### src/rtl/matmul_pkg.sv
// Shared types and default sizes for the matrix-multiply sequencer.
// The counter file, the top level and the bench all import this package.
package matmul_pkg;

    localparam int MAX_SIZE     = 10;
    localparam int ADDR_W       = 7;
    localparam int MAX_ELEMENTS = MAX_SIZE * MAX_SIZE;

    typedef enum logic [1:0] {
        ST_IDLE,
        ST_ISSUE,
        ST_DRAIN,
        ST_DONE
    } state_e;

    // Marker that travels alongside an operand read until it reaches the MAC.
    typedef struct packed {
        logic              valid;
        logic              first;
        logic              last;
        logic [ADDR_W-1:0] r_addr;
    } pipe_tag_t;

endpackage

### src/rtl/matmul_idx_counter.sv
// Nested i/j/k walk (k fastest) with running row bases i*N and k*N, so the
// element addresses need only adders. The transmit sequencer reuses it for its row/column walk.
module matmul_idx_counter #(
    parameter int W = 7
) (
    input  logic         clk,
    input  logic         rst_n,
    input  logic         clear,
    input  logic [W-1:0] n,
    input  logic         en,
    output logic [W-1:0] a_addr,
    output logic [W-1:0] b_addr,
    output logic [W-1:0] r_addr,
    output logic         k_first,
    output logic         k_last,
    output logic         wrap
);

    localparam logic [W-1:0] ONE = {{(W-1){1'b0}}, 1'b1};

    logic [W-1:0] n_q, n_d;
    logic [W-1:0] i_q, i_d, j_q, j_d, k_q, k_d;
    logic [W-1:0] i_base_q, i_base_d, k_base_q, k_base_d;
    logic         j_last, i_last;

    assign k_first = (k_q == '0);
    assign k_last  = (k_q == n_q - ONE);
    assign j_last  = (j_q == n_q - ONE);
    assign i_last  = (i_q == n_q - ONE);
    assign wrap    = k_last & j_last & i_last;

    assign a_addr = i_base_q + k_q;
    assign b_addr = k_base_q + j_q;
    assign r_addr = i_base_q + j_q;

    always_comb begin
        // NOTE: every signal written here gets a default first; a path that
        // skips an assignment would otherwise infer a latch.
        n_d      = n_q;
        i_d      = i_q;
        j_d      = j_q;
        k_d      = k_q;
        i_base_d = i_base_q;
        k_base_d = k_base_q;
        if (clear) begin
            n_d      = n;
            i_d      = '0;
            j_d      = '0;
            k_d      = '0;
            i_base_d = '0;
            k_base_d = '0;
        end else if (en) begin
            if (!k_last) begin
                k_d      = k_q + ONE;
                k_base_d = k_base_q + n_q;
            end else begin
                k_d      = '0;
                k_base_d = '0;
                if (!j_last) begin
                    j_d = j_q + ONE;
                end else begin
                    j_d = '0;
                    if (!i_last) begin
                        i_d      = i_q + ONE;
                        i_base_d = i_base_q + n_q;
                    end else begin
                        i_d      = '0;
                        i_base_d = '0;
                    end
                end
            end
        end
    end

    // NOTE: sequential state uses non-blocking assignments only, so every
    // flop samples the pre-edge value of every other flop.
    always_ff @(posedge clk or negedge rst_n) begin
        if (!rst_n) begin
            n_q      <= '0;
            i_q      <= '0;
            j_q      <= '0;
            k_q      <= '0;
            i_base_q <= '0;
            k_base_q <= '0;
        end else begin
            n_q      <= n_d;
            i_q      <= i_d;
            j_q      <= j_d;
            k_q      <= k_d;
            i_base_q <= i_base_d;
            k_base_q <= k_base_d;
        end
    end

endmodule

### src/rtl/matmul_seq_ctrl.sv
// Sequencer between the UART start/done handshake and the A/B/MAC/R datapath.
// Optional busy-cycle counter: define PERF_CNT_EN.
module matmul_seq_ctrl
    import matmul_pkg::*;
#(
    parameter int MAX_SIZE = matmul_pkg::MAX_SIZE,
    parameter int ADDR_W   = matmul_pkg::ADDR_W,
    parameter int MEM_LAT  = 1
) (
    input  logic              clk,
    input  logic              rst_n,
    input  logic              start,
    input  logic [7:0]        size,
    input  logic              stall,
    output logic              busy,
    output logic              done,
    output logic              err,
    output logic              rd_en,
    output logic [ADDR_W-1:0] a_addr,
    output logic [ADDR_W-1:0] b_addr,
    output logic              mac_valid,
    output logic              mac_first,
    output logic              mac_last,
    output logic              r_we,
    output logic [ADDR_W-1:0] r_addr,
    output logic [31:0]       cycles
);

    state_e            state_q, state_d;
    logic              err_q, err_d;
    logic              r_we_q, r_we_d;
    logic [ADDR_W-1:0] r_addr_q, r_addr_d;
    pipe_tag_t         pipe_q [MEM_LAT];
    pipe_tag_t         pipe_d [MEM_LAT];
    pipe_tag_t         mac_tag;

    logic              size_ok, start_ok, start_bad, pipe_busy;
    logic              k_first, k_last, wrap;
    logic [ADDR_W-1:0] idx_r_addr;

    assign size_ok   = (size >= 8'd2) && (size <= 8'(MAX_SIZE));
    assign start_ok  = (state_q == ST_IDLE) && start && size_ok;
    assign start_bad = (state_q == ST_IDLE) && start && !size_ok;

    assign rd_en = (state_q == ST_ISSUE) && !stall;
    assign busy  = (state_q == ST_ISSUE) || (state_q == ST_DRAIN);
    assign done  = (state_q == ST_DONE);

    matmul_idx_counter #(.W(ADDR_W)) u_idx (
        .clk     (clk),
        .rst_n   (rst_n),
        .clear   (start_ok),
        .n       (size[ADDR_W-1:0]),
        .en      (rd_en),
        .a_addr  (a_addr),
        .b_addr  (b_addr),
        .r_addr  (idx_r_addr),
        .k_first (k_first),
        .k_last  (k_last),
        .wrap    (wrap)
    );

    // Tags shift every cycle regardless of stall so in-flight reads drain.
    always_comb begin
        pipe_d[0] = '{valid: rd_en, first: rd_en & k_first,
                      last: rd_en & k_last, r_addr: idx_r_addr};
        for (int s = 1; s < MEM_LAT; s++) pipe_d[s] = pipe_q[s-1];
        pipe_busy = 1'b0;
        for (int s = 0; s < MEM_LAT; s++) pipe_busy |= pipe_q[s].valid;
    end

    assign mac_tag   = pipe_q[MEM_LAT-1];
    assign mac_valid = mac_tag.valid;
    assign mac_first = mac_tag.first;
    assign mac_last  = mac_tag.last;

    always_comb begin
        state_d  = state_q;
        err_d    = start_bad;
        r_we_d   = mac_tag.valid & mac_tag.last;
        r_addr_d = r_we_d ? mac_tag.r_addr : r_addr_q;
        unique case (state_q)
            ST_IDLE:  if (start_ok) state_d = ST_ISSUE;
            ST_ISSUE: if (rd_en && wrap) state_d = ST_DRAIN;
            // Exit on the write that leaves nothing behind it in the pipeline.
            ST_DRAIN: if (r_we_q && !pipe_busy) state_d = ST_DONE;
            ST_DONE:  state_d = ST_IDLE;
            default:  state_d = ST_IDLE;
        endcase
    end

    always_ff @(posedge clk or negedge rst_n) begin
        if (!rst_n) begin
            state_q  <= ST_IDLE;
            err_q    <= 1'b0;
            r_we_q   <= 1'b0;
            r_addr_q <= '0;
            // NOTE: the tag chain is a handful of flops, not a memory, so it is
            // reset; that is what discards in-flight markers on an abort.
            for (int s = 0; s < MEM_LAT; s++) pipe_q[s] <= '0;
        end else begin
            state_q  <= state_d;
            err_q    <= err_d;
            r_we_q   <= r_we_d;
            r_addr_q <= r_addr_d;
            for (int s = 0; s < MEM_LAT; s++) pipe_q[s] <= pipe_d[s];
        end
    end

    assign err    = err_q;
    assign r_we   = r_we_q;
    assign r_addr = r_addr_q;

`ifdef PERF_CNT_EN
    logic [31:0] cycles_q, cycles_d;

    always_comb begin
        cycles_d = cycles_q;
        if (start_ok)  cycles_d = '0;
        else if (busy) cycles_d = cycles_q + 32'd1;
    end

    always_ff @(posedge clk or negedge rst_n) begin
        if (!rst_n) cycles_q <= '0;
        else        cycles_q <= cycles_d;
    end

    assign cycles = cycles_q;
`else
    assign cycles = '0;
`endif

endmodule

### config.mk
export PLATFORM = sky130hd
export DESIGN_NAME = matmul_seq_ctrl
export DESIGN_NICKNAME = d
export VERILOG_FILES = /design/src/rtl/matmul_pkg.sv /design/src/rtl/matmul_idx_counter.sv /design/src/rtl/matmul_seq_ctrl.sv
export SDC_FILE = /design/constraint.sdc
export NUM_CORES = 1
export LEC_CHECK = 0
export BUFFER_PORTS_ARGS = -buffer_cell sky130_fd_sc_hd__buf_2
export CORE_ASPECT_RATIO = 0.5
export CORE_MARGIN = 1
export CORE_UTILIZATION = 52
export DETAILED_ROUTE_END_ITERATION = 8
export PLACE_DENSITY_LB_ADDON = 0.05
export SYNTH_ARGS = -nofsm -noshare
export SYNTH_HDL_FRONTEND = slang
export SYNTH_SLANG_ARGS = --single-unit
### constraint.sdc
create_clock -name clk -period 3 [get_ports clk]
set_input_delay 0 -clock clk [delete_from_list [all_inputs] [get_ports clk]]
set_output_delay 0 -clock clk [all_outputs]
set_load 0.01 [all_outputs]
==> impl_metrics.env <==
export IMPL_syn_cell_area_mm2=0.00466
export IMPL_nets=602
export IMPL_fin_skew_ns=0.00626
export IMPL_status="completed"
export IMPL_layout_drive_gt1_share_pct=19.1
export IMPL_swShare_pct=40.6
export IMPL_maxSlewViolCount=0
export IMPL_port_buffers=40
export IMPL_cp_start_kind="flip-flop"
export IMPL_p_int_mw=3.04
export IMPL_grt_pass1_wl_um=17300
export IMPL_fp_dieW_um=136
export IMPL_area_growth_pct=16.9
export IMPL_avgRoutedWirePerCell_um=16.3
export IMPL_vias=3561
export IMPL_synth_top_area_cell="dfrtp_1"
export IMPL_finalCritPeriodShare_pct=95.2
export IMPL_clk_latency_ns=0.34
export IMPL_grt_usage_pct=25.7
export IMPL_hold_violations=0
export IMPL_multi_input_area_mm2=0.00281
export IMPL_path_cells="buf_4 > nor2_1 > nor4b_4 > xor3_1 > a2111oi_4 > buf_4 > and4_1 > nor2_2 > buf_4 > mux2_1"
export IMPL_io_pins=73
export IMPL_ys_flop_type="dfrtp_1"
export IMPL_powerDensity_mw_per_mm2=939
export IMPL_synth_top_area_share_pct=33.8
export IMPL_drtAntennaViolNets=0
export IMPL_required_ns=3.22
export IMPL_crit_arrival_ns=3.07
export IMPL_end_kind="flip-flop"
export IMPL_crit_type="flip-flop to flip-flop"
export IMPL_yosysWarnings=0
export IMPL_synth_seq_cells=63
export IMPL_cts_buffers=9
export IMPL_seqPwrFrac_pct=25.9
export IMPL_postPlaceCellArea_mm2=0.00502
export IMPL_cts_root_buf="clkbuf_16"
export IMPL_drc_errors=0
export IMPL_place_congestion=0.824
export IMPL_nFillCells=713
export IMPL_p_leak_nw=2.80
export IMPL_die_h_um=68.9
export IMPL_dr_pass1_iters=4
export IMPL_synth_cell_types=64
export IMPL_path_max_fanout=9
export IMPL_grt_max_degree=44
export IMPL_h_tree_depth=3
export IMPL_cts_sinks=63
export IMPL_ir_worst_vdd_v=0.000385
export IMPL_pwr_share_comb_pct=52.0
export IMPL_setup_violations=0
export IMPL_clock_path_buffers=2
export IMPL_ys_top_cells_by_area="dfrtp_1, ha_1, xnor2_1, buf_4, xor2_1"
export IMPL_crit_buf_inv=3
export IMPL_yosysSeqAreaShare_pct=33.8
export IMPL_cp_top_family="simple AND/OR/NAND/NOR gates"
export IMPL_start_util_pct=55.8
export IMPL_seq_area_mm2=0.00158
export IMPL_crit_top_cell="buf_4"
export IMPL_clk_pin_slew_ns=0.05
export IMPL_drtIter0Drc=264
export IMPL_rows=23
export IMPL_crit_path_max_incr_delay_ns=0.38
export IMPL_finalWirelength_um=10800
export IMPL_dp_hpwl_um=8210
export IMPL_clkPwrFrac_pct=22.1
export IMPL_antenna_cells=0
export IMPL_final_util_pct=65.2
export IMPL_synth_area_per_cell_um2=9.81
export IMPL_antenna_found_initial=0
export IMPL_stdcell_area_mm2=0.00545
export IMPL_hp_class="input port to flip-flop"
export IMPL_power_switching_mw=2.07
export IMPL_synth_edf_count=0
export IMPL_slew_headroom_pct=47.3
export IMPL_max_cap_violations=0
export IMPL_fmax_mhz=350
export IMPL_coreArea_mm2=0.00835
export IMPL_netlist_instances=475
export IMPL_finalPower_mw=5.11
export IMPL_grt_overflow=0
export IMPL_period_needed_ns=2.86
export IMPL_critPathSlowestCell="a2111oi_4"
export IMPL_cts_tree="built"
export IMPL_vias_per_cell=5.38
export IMPL_dieArea_mm2=0.00937
export IMPL_grt_pass1_vias=3308
export IMPL_tightest_slew_ns=0.787
export IMPL_async_reset_ff_share_pct=100
## repair_timing
item | CTS | global route
hold buffers | 6 | 0
hold endpoints to repair | 25 | 0
setup endpoints to repair | 0 | 16
resized for setup | 0 | 4
buffers inserted | 0 | 3
## worst paths after layout
path / to / depth (start not counted) / startpoint / slack [ns]
min in group asynchronous: u_idx.i_base_q[2]$_DFFE_PN0P_ / 2 / rst_n / 0.14
setup reg to reg: u_idx.i_base_q[3]$_DFFE_PN0P_ / 10 / u_idx.n_q[0]$_DFFE_PN0N_ / 0.14
max in group asynchronous: u_idx.n_q[2]$_DFFE_PN0N_ / 3 / rst_n / 1.89
hold reg to reg: r_addr[3]$_DFFE_PN0P_ / 1 / mac_tag[3]$_DFF_PN0_ / 0.47
hold / removal: err$_DFF_PN0_ / 4 / size[5] / 0.07
setup / recovery: u_idx.i_base_q[3]$_DFFE_PN0P_ / 10 / u_idx.n_q[0]$_DFFE_PN0N_ / 0.14
## layer usage
| layer | track usage [%] | wire (um) | vias up |
|---|---|---|---|
| met3 | 6.94 | 830 | 10 |
| li1 | - | - | 1748 |
| met4 | 7.08 | 114 | 0 |
| met5 | 0 | 0 | - |
| met2 | 37.1 | 4370 | 106 |
| met1 | 37.4 | 5460 | 1697 |
## cells in the final DEF, fill, tap and decap left out, drive strengths merged, types with 10 or more instances in the layout
cell type	instances
a21o	11
a21oi	33
buf	69
clkbuf	11
conb	32
dfrtp	63
ha	40
inv	30
mux2	14
nand2	20
nand3	12
nor2	28
o21ai	16
o21bai	10
xnor2	34
xor2	20
## cell families (layout without fill, tap and decap cells)
group / count (synthesis) / after routing / share of synthesized area, %
and+or+nand+nor: 114 / 114 / 14.1
muxes: 19 / 19 / 4.46
xor gates and xnor gates: 56 / 56 / 11.3
DFF: 63 / 63 / 33.8
adders and majority gates: 45 / 45 / 12.9
buffers and inverters: 78 / 122 / 8.97
AOI/OAI and AO/OA: 99 / 99 / 14.4
other: 1 / 32 / 0.0805
## cells in the mapped netlist, types with 4 or more instances
cell type	n
o21bai_1	10
dfrtp_1	63
nand2_1	20
buf_2	4
nor2b_1	7
nand3_1	12
nor3_1	4
a21oi_1	33
ha_1	40
a22o_1	7
xnor2_1	33
clkbuf_1	9
o21ai_0	16
xor2_1	20
mux2_1	6
and3_1	7
nor2_1	27
fa_1	5
mux2i_1	5
inv_1	30
buf_4	32
mux2_2	8
nand2b_1	5
a21o_1	11
## per-stage QoR
step	hold slack [ns]	instances	worst slack (ns)	setup TNS, ns
after floorplan	-0.296	506	0.0714	0
after global placement	-0.0104	637	0.169	0
after detailed placement	-0.0172	637	0.130	0
after CTS	0.0620	659	0.120	0
after global routing	0.116	662	-0.0232	-0.118
final	0.0725	662	0.143	0
## tightest hold or removal path, stage by stage
cell      delay [ns]
buf_2           0.07
or4_1           0.13
a211oi_1        0.07
nor2_1          0.10
## state kept, by name, summed over array words and instances, names as in the netlist, 7 cells and up
name,flops
u_idx.i_base_q,7
u_idx.i_q,7
r_addr,7
u_idx.k_q,7
u_idx.j_q,7
u_idx.n_q,7
u_idx.k_base_q,7
mac_tag,7
## power groups by stage
stage | clock network [mW] | logic (mW) | registers, mW
global route | 1.19 | 2.99 | 1.36
CTS | 1.15 | 2.59 | 1.32
finish | 1.13 | 2.66 | 1.33
global placement | 0 | 2.53 | 1.33
floorplan | 0 | 1.88 | 1.27
detailed placement | 0 | 2.56 | 1.33
## area by class of cell
| type | instances | area share (%) |
|---|---|---|
| inverter | 31 | 2.14 |
| clock buffer | 11 | 4.46 |
| tap | 112 | 2.57 |
| multi-input combinational | 365 | 51.6 |
| sequential | 63 | 29.0 |
| clock inverter | 5 | 1.49 |
| timing repair buffer | 75 | 8.78 |
Power figures use the tool's default switching activity.
